File: src/rtl/riscv_pkg.sv
// Shared RISC-V front-end types and constants.
package riscv_pkg;
  localparam int XLEN = 32;
  localparam int INST_BYTES = 4;

  typedef struct packed {
    logic [XLEN-1:0] pc;
    logic [XLEN-1:0] inst;
  } fetch_entry_t;
endpackage

File: src/rtl/fetch_fifo.sv
// Synchronous FIFO with synchronous flush; storage clears on reset so the
// head reads as zero until the first push.
import riscv_pkg::*;

module fetch_fifo #(
  parameter int WIDTH = 32,
  parameter int DEPTH = 2,
  parameter int CW = $clog2(DEPTH) + 1
) (
  input  logic             clk,
  input  logic             rst,
  input  logic             flush,
  input  logic             push,
  input  logic [WIDTH-1:0] push_data,
  input  logic             pop,
  output logic [WIDTH-1:0] head,
  output logic [CW-1:0]    count
);
  localparam int AW = $clog2(DEPTH);

  logic [WIDTH-1:0] mem [DEPTH];
  logic [AW-1:0]    wr_ptr;
  logic [AW-1:0]    rd_ptr;

  // DEPTH is a power of two, so the pointers wrap on their own.
  always_ff @(posedge clk or posedge rst) begin
    if (rst) begin
      wr_ptr <= '0;
      rd_ptr <= '0;
      count  <= '0;
      for (int i = 0; i < DEPTH; i++) mem[i] <= '0;
    end else if (flush) begin
      wr_ptr <= '0;
      rd_ptr <= '0;
      count  <= '0;
    end else begin
      if (push) begin
        mem[wr_ptr] <= push_data;
        wr_ptr      <= wr_ptr + AW'(1);
      end
      if (pop) rd_ptr <= rd_ptr + AW'(1);
      count <= count + CW'(push) - CW'(pop);
    end
  end

  assign head = mem[rd_ptr];
endmodule

File: src/rtl/fetch_unit.sv
// Instruction-fetch front end: owns the PC, issues credit-limited in-order
// fetches, tags returned words with their PC and drops stale ones on redirect.
module fetch_unit
  import riscv_pkg::*;
#(
  parameter logic [XLEN-1:0] RESET_PC = 32'h0000_0000,
  parameter int DEPTH = 2
) (
  input  logic            clk,
  input  logic            rst,
  input  logic            pcSrc,
  input  logic [XLEN-1:0] targetAddr,
  output logic            imemReqValid,
  input  logic            imemReqReady,
  output logic [XLEN-1:0] imemReqAddr,
  input  logic            imemRespValid,
  input  logic [XLEN-1:0] imemRespData,
  output logic            instValid,
  output logic [XLEN-1:0] instData,
  output logic [XLEN-1:0] instPc,
  input  logic            instReady
);
  localparam int CW = $clog2(DEPTH) + 1;
  localparam int EW = $bits(fetch_entry_t);

  logic [XLEN-1:0] pc;
  logic [CW-1:0]   inflight;
  logic [CW-1:0]   drop_cnt;
  logic [CW-1:0]   queue_count;
  logic [CW:0]     credit_used;
  logic [XLEN-1:0] tag_head;
  fetch_entry_t    push_entry;
  fetch_entry_t    head_entry;
  logic            req_fire;
  logic            keep_resp;
  logic            inst_pop;

  // Outstanding plus buffered fetches never exceed DEPTH, so every response has a slot.
  assign credit_used  = (CW+1)'(inflight) + (CW+1)'(queue_count);
  assign imemReqValid = !rst && !pcSrc && (credit_used < (CW+1)'(DEPTH));
  assign req_fire     = imemReqValid && imemReqReady;
  assign keep_resp    = imemRespValid && !pcSrc && (drop_cnt == '0);
  assign inst_pop     = instValid && instReady && !pcSrc;
  assign push_entry   = '{pc: tag_head, inst: imemRespData};

  assign imemReqAddr = pc;
  assign instValid   = (queue_count != '0);
  assign instData    = head_entry.inst;
  assign instPc      = head_entry.pc;

  // The tag FIFO occupancy doubles as the in-flight request count.
  fetch_fifo #(.WIDTH(XLEN), .DEPTH(DEPTH)) tag_fifo (
    .clk       (clk),
    .rst       (rst),
    .flush     (1'b0),
    .push      (req_fire),
    .push_data (pc),
    .pop       (imemRespValid),
    .head      (tag_head),
    .count     (inflight)
  );

  fetch_fifo #(.WIDTH(EW), .DEPTH(DEPTH)) inst_queue (
    .clk       (clk),
    .rst       (rst),
    .flush     (pcSrc),
    .push      (keep_resp),
    .push_data (push_entry),
    .pop       (inst_pop),
    .head      (head_entry),
    .count     (queue_count)
  );

  // A redirect arms drop_cnt with every fetch still owed except one returning now.
  always_ff @(posedge clk or posedge rst) begin
    if (rst) begin
      pc       <= RESET_PC;
      drop_cnt <= '0;
    end else if (pcSrc) begin
      pc       <= targetAddr;
      drop_cnt <= inflight - CW'(imemRespValid);
    end else begin
      if (req_fire) pc <= pc + XLEN'(INST_BYTES);
      if (imemRespValid && (drop_cnt != '0)) drop_cnt <= drop_cnt - CW'(1);
    end
  end
endmodule

File: config.mk
export PLATFORM = sky130hd
export DESIGN_NAME = fetch_unit
export DESIGN_NICKNAME = d
export VERILOG_FILES = /design/src/rtl/riscv_pkg.sv /design/src/rtl/fetch_fifo.sv /design/src/rtl/fetch_unit.sv
export SDC_FILE = /design/constraint.sdc
export NUM_CORES = 1
export LEC_CHECK = 0
export BUFFER_PORTS_ARGS = -buffer_cell sky130_fd_sc_hd__buf_2
export CAP_MARGIN = 30
export CORE_MARGIN = 2
export CORE_UTILIZATION = 40
export CTS_BUF_LIST = sky130_fd_sc_hd__clkbuf_4
export CTS_CLUSTER_SIZE = 8
export DETAILED_ROUTE_END_ITERATION = 10
export MAX_ROUTING_LAYER = met4
export SKIP_LAST_GASP = 1
export SYNTH_ARGS = -nofsm -noshare
export SYNTH_HDL_FRONTEND = slang
export SYNTH_SLANG_ARGS = --single-unit
File: constraint.sdc
create_clock -name clk -period 16.4 [get_ports clk]
set_input_delay 0.82 -clock clk [delete_from_list [all_inputs] [get_ports clk]]
set_output_delay 0.82 -clock clk [all_outputs]
set_load 0.01 [all_outputs]
-- Word level (Yosys, flattened, before mapping)
Cells that the tools add are included.
- flip-flop bits (word level): 234
- input port bits: 70
- output and inout bits: 98
- word-level logic and storage cells: 77
- $add $sub $neg: 12
- order comparisons: 7
- multiplexer cells: 21
- bitwise operators: 5
- reductions and logical operators: 20
- operators with widths (kind ; number):
    $mux W64 ; 4
    $mux W32 ; 6
    $bwmux W128 ; 1
    $bwmux W64 ; 1
    $demux W64 S1 ; 1
    $add A32 B3 Y32 const B ; 1
    $demux W32 S1 ; 1
    $reduce_bool A2 Y1 ; 6
    $logic_and A1 B1 Y1 ; 10
    $ge A2 B2 Y1 const B ; 4
    $not A1 Y2 ; 4
    $mux W2 ; 3
    $sub A2 B1 Y2 ; 3
    $add A1 B1 Y1 const B ; 4
    $add A2 B1 Y2 ; 2
    $lt A2 B1 Y1 const B ; 2
    $mux W1 ; 4
    $add A2 B2 Y3 ; 1
    $lt A3 B2 Y1 const B ; 1
    $logic_not A1 Y1 ; 2
    $logic_not A2 Y1 ; 1
    $reduce_and A2 Y1 ; 1
    $sub A2 B1 Y2 const B ; 1
    $not A1 Y1 ; 1

-- Logic depth before layout (Yosys ltp)
- depth after elaboration: 6
- gate-level depth with buffers: 10
- depth with buffers taken out: 8

-- Hierarchy
Synthesis repeated with hierarchy kept, for this count alone.
- cells, all modules: 788
- area, all modules: 11183.2 µm²
- modules (own cells, without submodules) (module ; times used ; cells each ; area each (µm²) ; seq. area each (µm²)):
    fetch_fifo at inst_queue ; 1 ; 359 ; 6052.1 ; 3303.2
    fetch_fifo at tag_fifo ; 1 ; 188 ; 3002.9 ; 1701.6
    fetch_unit ; 1 ; 241 ; 2128.3 ; 850.8

-- Worst setup path before layout
Ideal clock, no wire load.
- path type: register -> register
- start point: register tag_fifo.count[0]
- end point: register tag_fifo.mem[1] in the netlist's numbering
- library setup time: 0.128 ns
- arrival time: 2.547 ns
- required time: 16.272 ns
- path slack: 13.725 ns
- cell stages (with the launch flop): 11
- buffers on the path: 2
- clock period less this slack: 2.675 ns
- path through: dfrtp_1 -> and2_1 -> fa_1 -> or4_4 -> buf_6 -> inv_2 -> nand2_2 -> inv_2 -> nand2_2 -> buf_4 -> mux2_1
- cells in the longest elaborated chain, start to end: 4
- RTL lines (what ; line ; source):
    start: declaration ; fetch_fifo.sv:17 ; output logic [CW-1:0] count
    start signal: assignment ; fetch_fifo.sv:42 ; count <= count + CW'(push) - CW'(pop);
    $add A2 B2 Y3 ; fetch_unit.sv:39 ; assign credit_used = (CW+1)'(inflight) + (CW+1)'(queue_count);
    $lt A3 B2 Y1 ; fetch_unit.sv:40 ; assign imemReqValid = !rst && !pcSrc && (credit_used < (CW+1)'(DEPTH));
    $logic_and A1 B1 Y1 ; fetch_unit.sv:40 ;
    net imemReqValid ; fetch_unit.sv:13 ; output logic imemReqValid,
    $logic_and A1 B1 Y1 ; fetch_unit.sv:41 ; assign req_fire = imemReqValid && imemReqReady;
    end signal: indexed assignment ; fetch_fifo.sv:38 ; mem[wr_ptr] <= push_data;
    end: declaration ; fetch_fifo.sv:21 ; logic [WIDTH-1:0] mem [DEPTH];
The timed path passes the listed nets, and every way through them passes these cells.
A chain may end at the register's enable or synchronous reset.

-- Worst setup path in the final report
- start point: register inst_queue.count[0]
- end point: register tag_fifo.mem[2] in the netlist's numbering
- cells in the longest elaborated chain, start to end: 4
- RTL lines (what ; line):
    start: declaration ; fetch_fifo.sv:17
    start signal: assignment ; fetch_fifo.sv:42
    $add A2 B2 Y3 ; fetch_unit.sv:39
    $lt A3 B2 Y1 ; fetch_unit.sv:40
    $logic_and A1 B1 Y1 ; fetch_unit.sv:40
    $logic_and A1 B1 Y1 ; fetch_unit.sv:41
Every way passes these cells.

==> metrics.txt <==
Setup WS pre-CTS=12.51 ns; total core area=26100 um^2; pwr/cell area=176 nW/um^2; Starting Density=40.7%; Final setup viols=0; H-tree Lvls=3; max-slew violation count=0; Synth area leader=dfrtp_1; Detailed Route Iter0 Violations=401; Most used DFF post-synth=dfrtp_1; crit share post-route=22.5%; Total Die Area=27800 um^2; RSZ-0062 raised after global routing=no; total CTS buffers=66; mean post-synth cell area=12.1 um^2; crit-path max FO=32; routed vias/inst=5.22; status=finished, final reports clean; # rows=59; Final Skew=0.0476 ns; Max VDD drop=0.0696 mV; first-pass detailed-route iteration total=5; GP Congestion=0.885; Synth Warn #=0; detailed placement HPWL=16.4 mm; root buf cell=clkbuf_4; Unique masters post-synth=54; critical path launch point type=flop; largest cells by area after synthesis=dfrtp_1 55%, mux2_2 18%, mux2i_1 3.1%; minimum clock period=3.68 ns; Die Ht=167 um; total leakage power=5.97 nW; # IOs=168; # hold bufs at CTS=0; Reg clk slew, reported paths=0.06 ns; layout cell share with drive strength beyond 1=42.1%; min-delay worst type=in2async; cells after synthesis=875; Post-synth EDFFs=0; max_slew headroom=38.1%; overall routing resource usage=18.6%; number of global-route vias before repair=7518; Util after Layout=48.5%; asr flop ratio synth=100%; first-pass GRT wire length=40.5 mm; Hold Slack=0.223 ns; pin count of the biggest net entering global routing=80; drt total wl=25.0 mm; Fin. Hold Viols=0; most common library cells after synthesis=234 x dfrtp_1, 171 x mux2_2, 66 x nand2_1; Crit path arrival time=4.19 ns; Die X=167 um; Setup TNS=0 ns; Net Count, Synth=952; Max-Cap Viols=0; Final WS setup=12.72 ns; setup bufs post-CTS=0; Resize count post-CTS=0; Nets=1142; CTS sink cnt=234; sequential element share of the synthesized area=55.2%; Worst Tran Pin Value=0.928 ns; kind of critical path=reg2reg; Mapped Area=10600 um^2; CTS tree=done; Area Overhead vs Synth=19.1%; critical path endpoint category=flop; clk buf depth=3; Req. time, crit path=16.91 ns; Wirelength per Cell=17.4 um; Synth top area share=55.2%; most common cell in the netlist=dfrtp_1; Antenna Nets Post-Route=0; residual DRC count=0; initial antenna violation count=1; global route total overflow=0; total number of vias=7512; Worst-Skew Late Latency=0.66 ns; IO buf count=167; Max Fclk=272 MHz; Seq cells post-synth=234
sequential cells by signal, indices dropped and copies added (netlist names):
name and count:
inst_queue.count 2, inst_queue.mem 128, imemReqAddr 32, inst_queue.rd_ptr 1
tag_fifo.rd_ptr 1, inst_queue.wr_ptr 1, tag_fifo.wr_ptr 1, tag_fifo.mem 64
drop_cnt 2, tag_fifo.count 2
power by group:
part           leakage, nW  switching [mW]  internal, mW
Sequential            2.94           0.138         0.816
Combinational         2.52           0.345         0.366
Clock                0.506           0.234         0.325
Total                 5.97           0.717          1.51
routing by layer:
layer  vias to the layer above  track usage (%)  part of all wire, %
met3                        25             4.21                  6.4
li1                       3572                -                    -
met2                       280             25.4                   43
met4                         0             6.71                  1.4
met5                         -                -                    0
met1                      3635             27.1                   49
critical path: stages (launching register included):
cell     delay (ns)
dfrtp_1        0.39
and2_1         0.16
fa_1           0.46
or4_4          0.60
inv_2          0.18
nand2_2        0.33
inv_2          0.37
nand2_2        0.53
mux2_1         0.51
per-stage QoR:
stage | cells | instance area [um^2] | power (mW)
6_report | 1438 | 12600 | 2.22
3_5_place_dp | 1331 | 11800 | 1.68
4_1_cts | 1436 | 12600 | 2.25
3_3_place_gp | 1327 | 11700 | 1.65
5_1_grt | 1438 | 12600 | 2.38
2_1_floorplan | 875 | 10600 | 1.43
path summary, 6_finish.rpt:
kind	startpoint	endpoint	slack, ns	cells after the start
setup / recovery	inst_queue.count[0]	tag_fifo.mem[2]	12.72	8
hold / removal	rst	imemReqAddr[27]	0.22	2
setup reg to reg	inst_queue.count[0]	tag_fifo.mem[2]	12.72	8
hold reg to reg	inst_queue.mem[61]	inst_queue.mem[61]	0.47	2
max in group asynchronous	rst	inst_queue.mem[78]	14.56	5
min in group clk	targetAddr[23]	imemReqAddr[23]	0.37	3
layout make-up:
type / count / area, um^2
clock buffer: 95 / 713
sequential: 234 / 5860
antenna: 1 / 2.50
fill: 2422 / 13400
timing repair buffer: 179 / 998
clock inverter: 10 / 143
tap: 335 / 419
multi-input combinational: 570 / 4440
inverter: 14 / 60.1
cells by family after synthesis:
| kind of cell | count (synthesis) | synth area share, % |
|---|---|---|
| XOR/XNOR | 8 | 0.660 |
| buffers and inverters | 71 | 2.97 |
| adder cells (fa/ha/maj) | 7 | 0.896 |
| AO/OA/AOI/OAI | 126 | 7.35 |
| multiplexers | 223 | 23.3 |
| AND/OR/NAND/NOR | 206 | 9.64 |
| flip-flops | 234 | 55.2 |
layout by cell type, fill, tap and decap left out, types with 4 or more instances in the layout:
| cell | count |
|---|---|
| xor2_1 | 4 |
| clkbuf_4 | 95 |
| nor2_1 | 44 |
| buf_4 | 8 |
| mux2i_1 | 33 |
| nand3_1 | 25 |
| and4_1 | 4 |
| o211ai_1 | 5 |
| ha_1 | 6 |
| nor3_1 | 9 |
| mux2_2 | 171 |
| o311ai_0 | 6 |
| a22oi_1 | 5 |
| bufinv_16 | 4 |
| mux2_1 | 19 |
| a21o_1 | 4 |
| buf_2 | 167 |
| and3_1 | 4 |
| or3_1 | 5 |
| xnor2_1 | 4 |
| nand4_1 | 13 |
| dfrtp_1 | 232 |
| or4_1 | 8 |
| nor4_1 | 7 |
| o21ai_0 | 48 |
| nand2_1 | 66 |
| nor2b_1 | 5 |
| clkinv_1 | 6 |
| a21oi_1 | 35 |
| a221o_1 | 9 |
| inv_1 | 10 |
No activity file was read; power rests on OpenSTA's default activity.
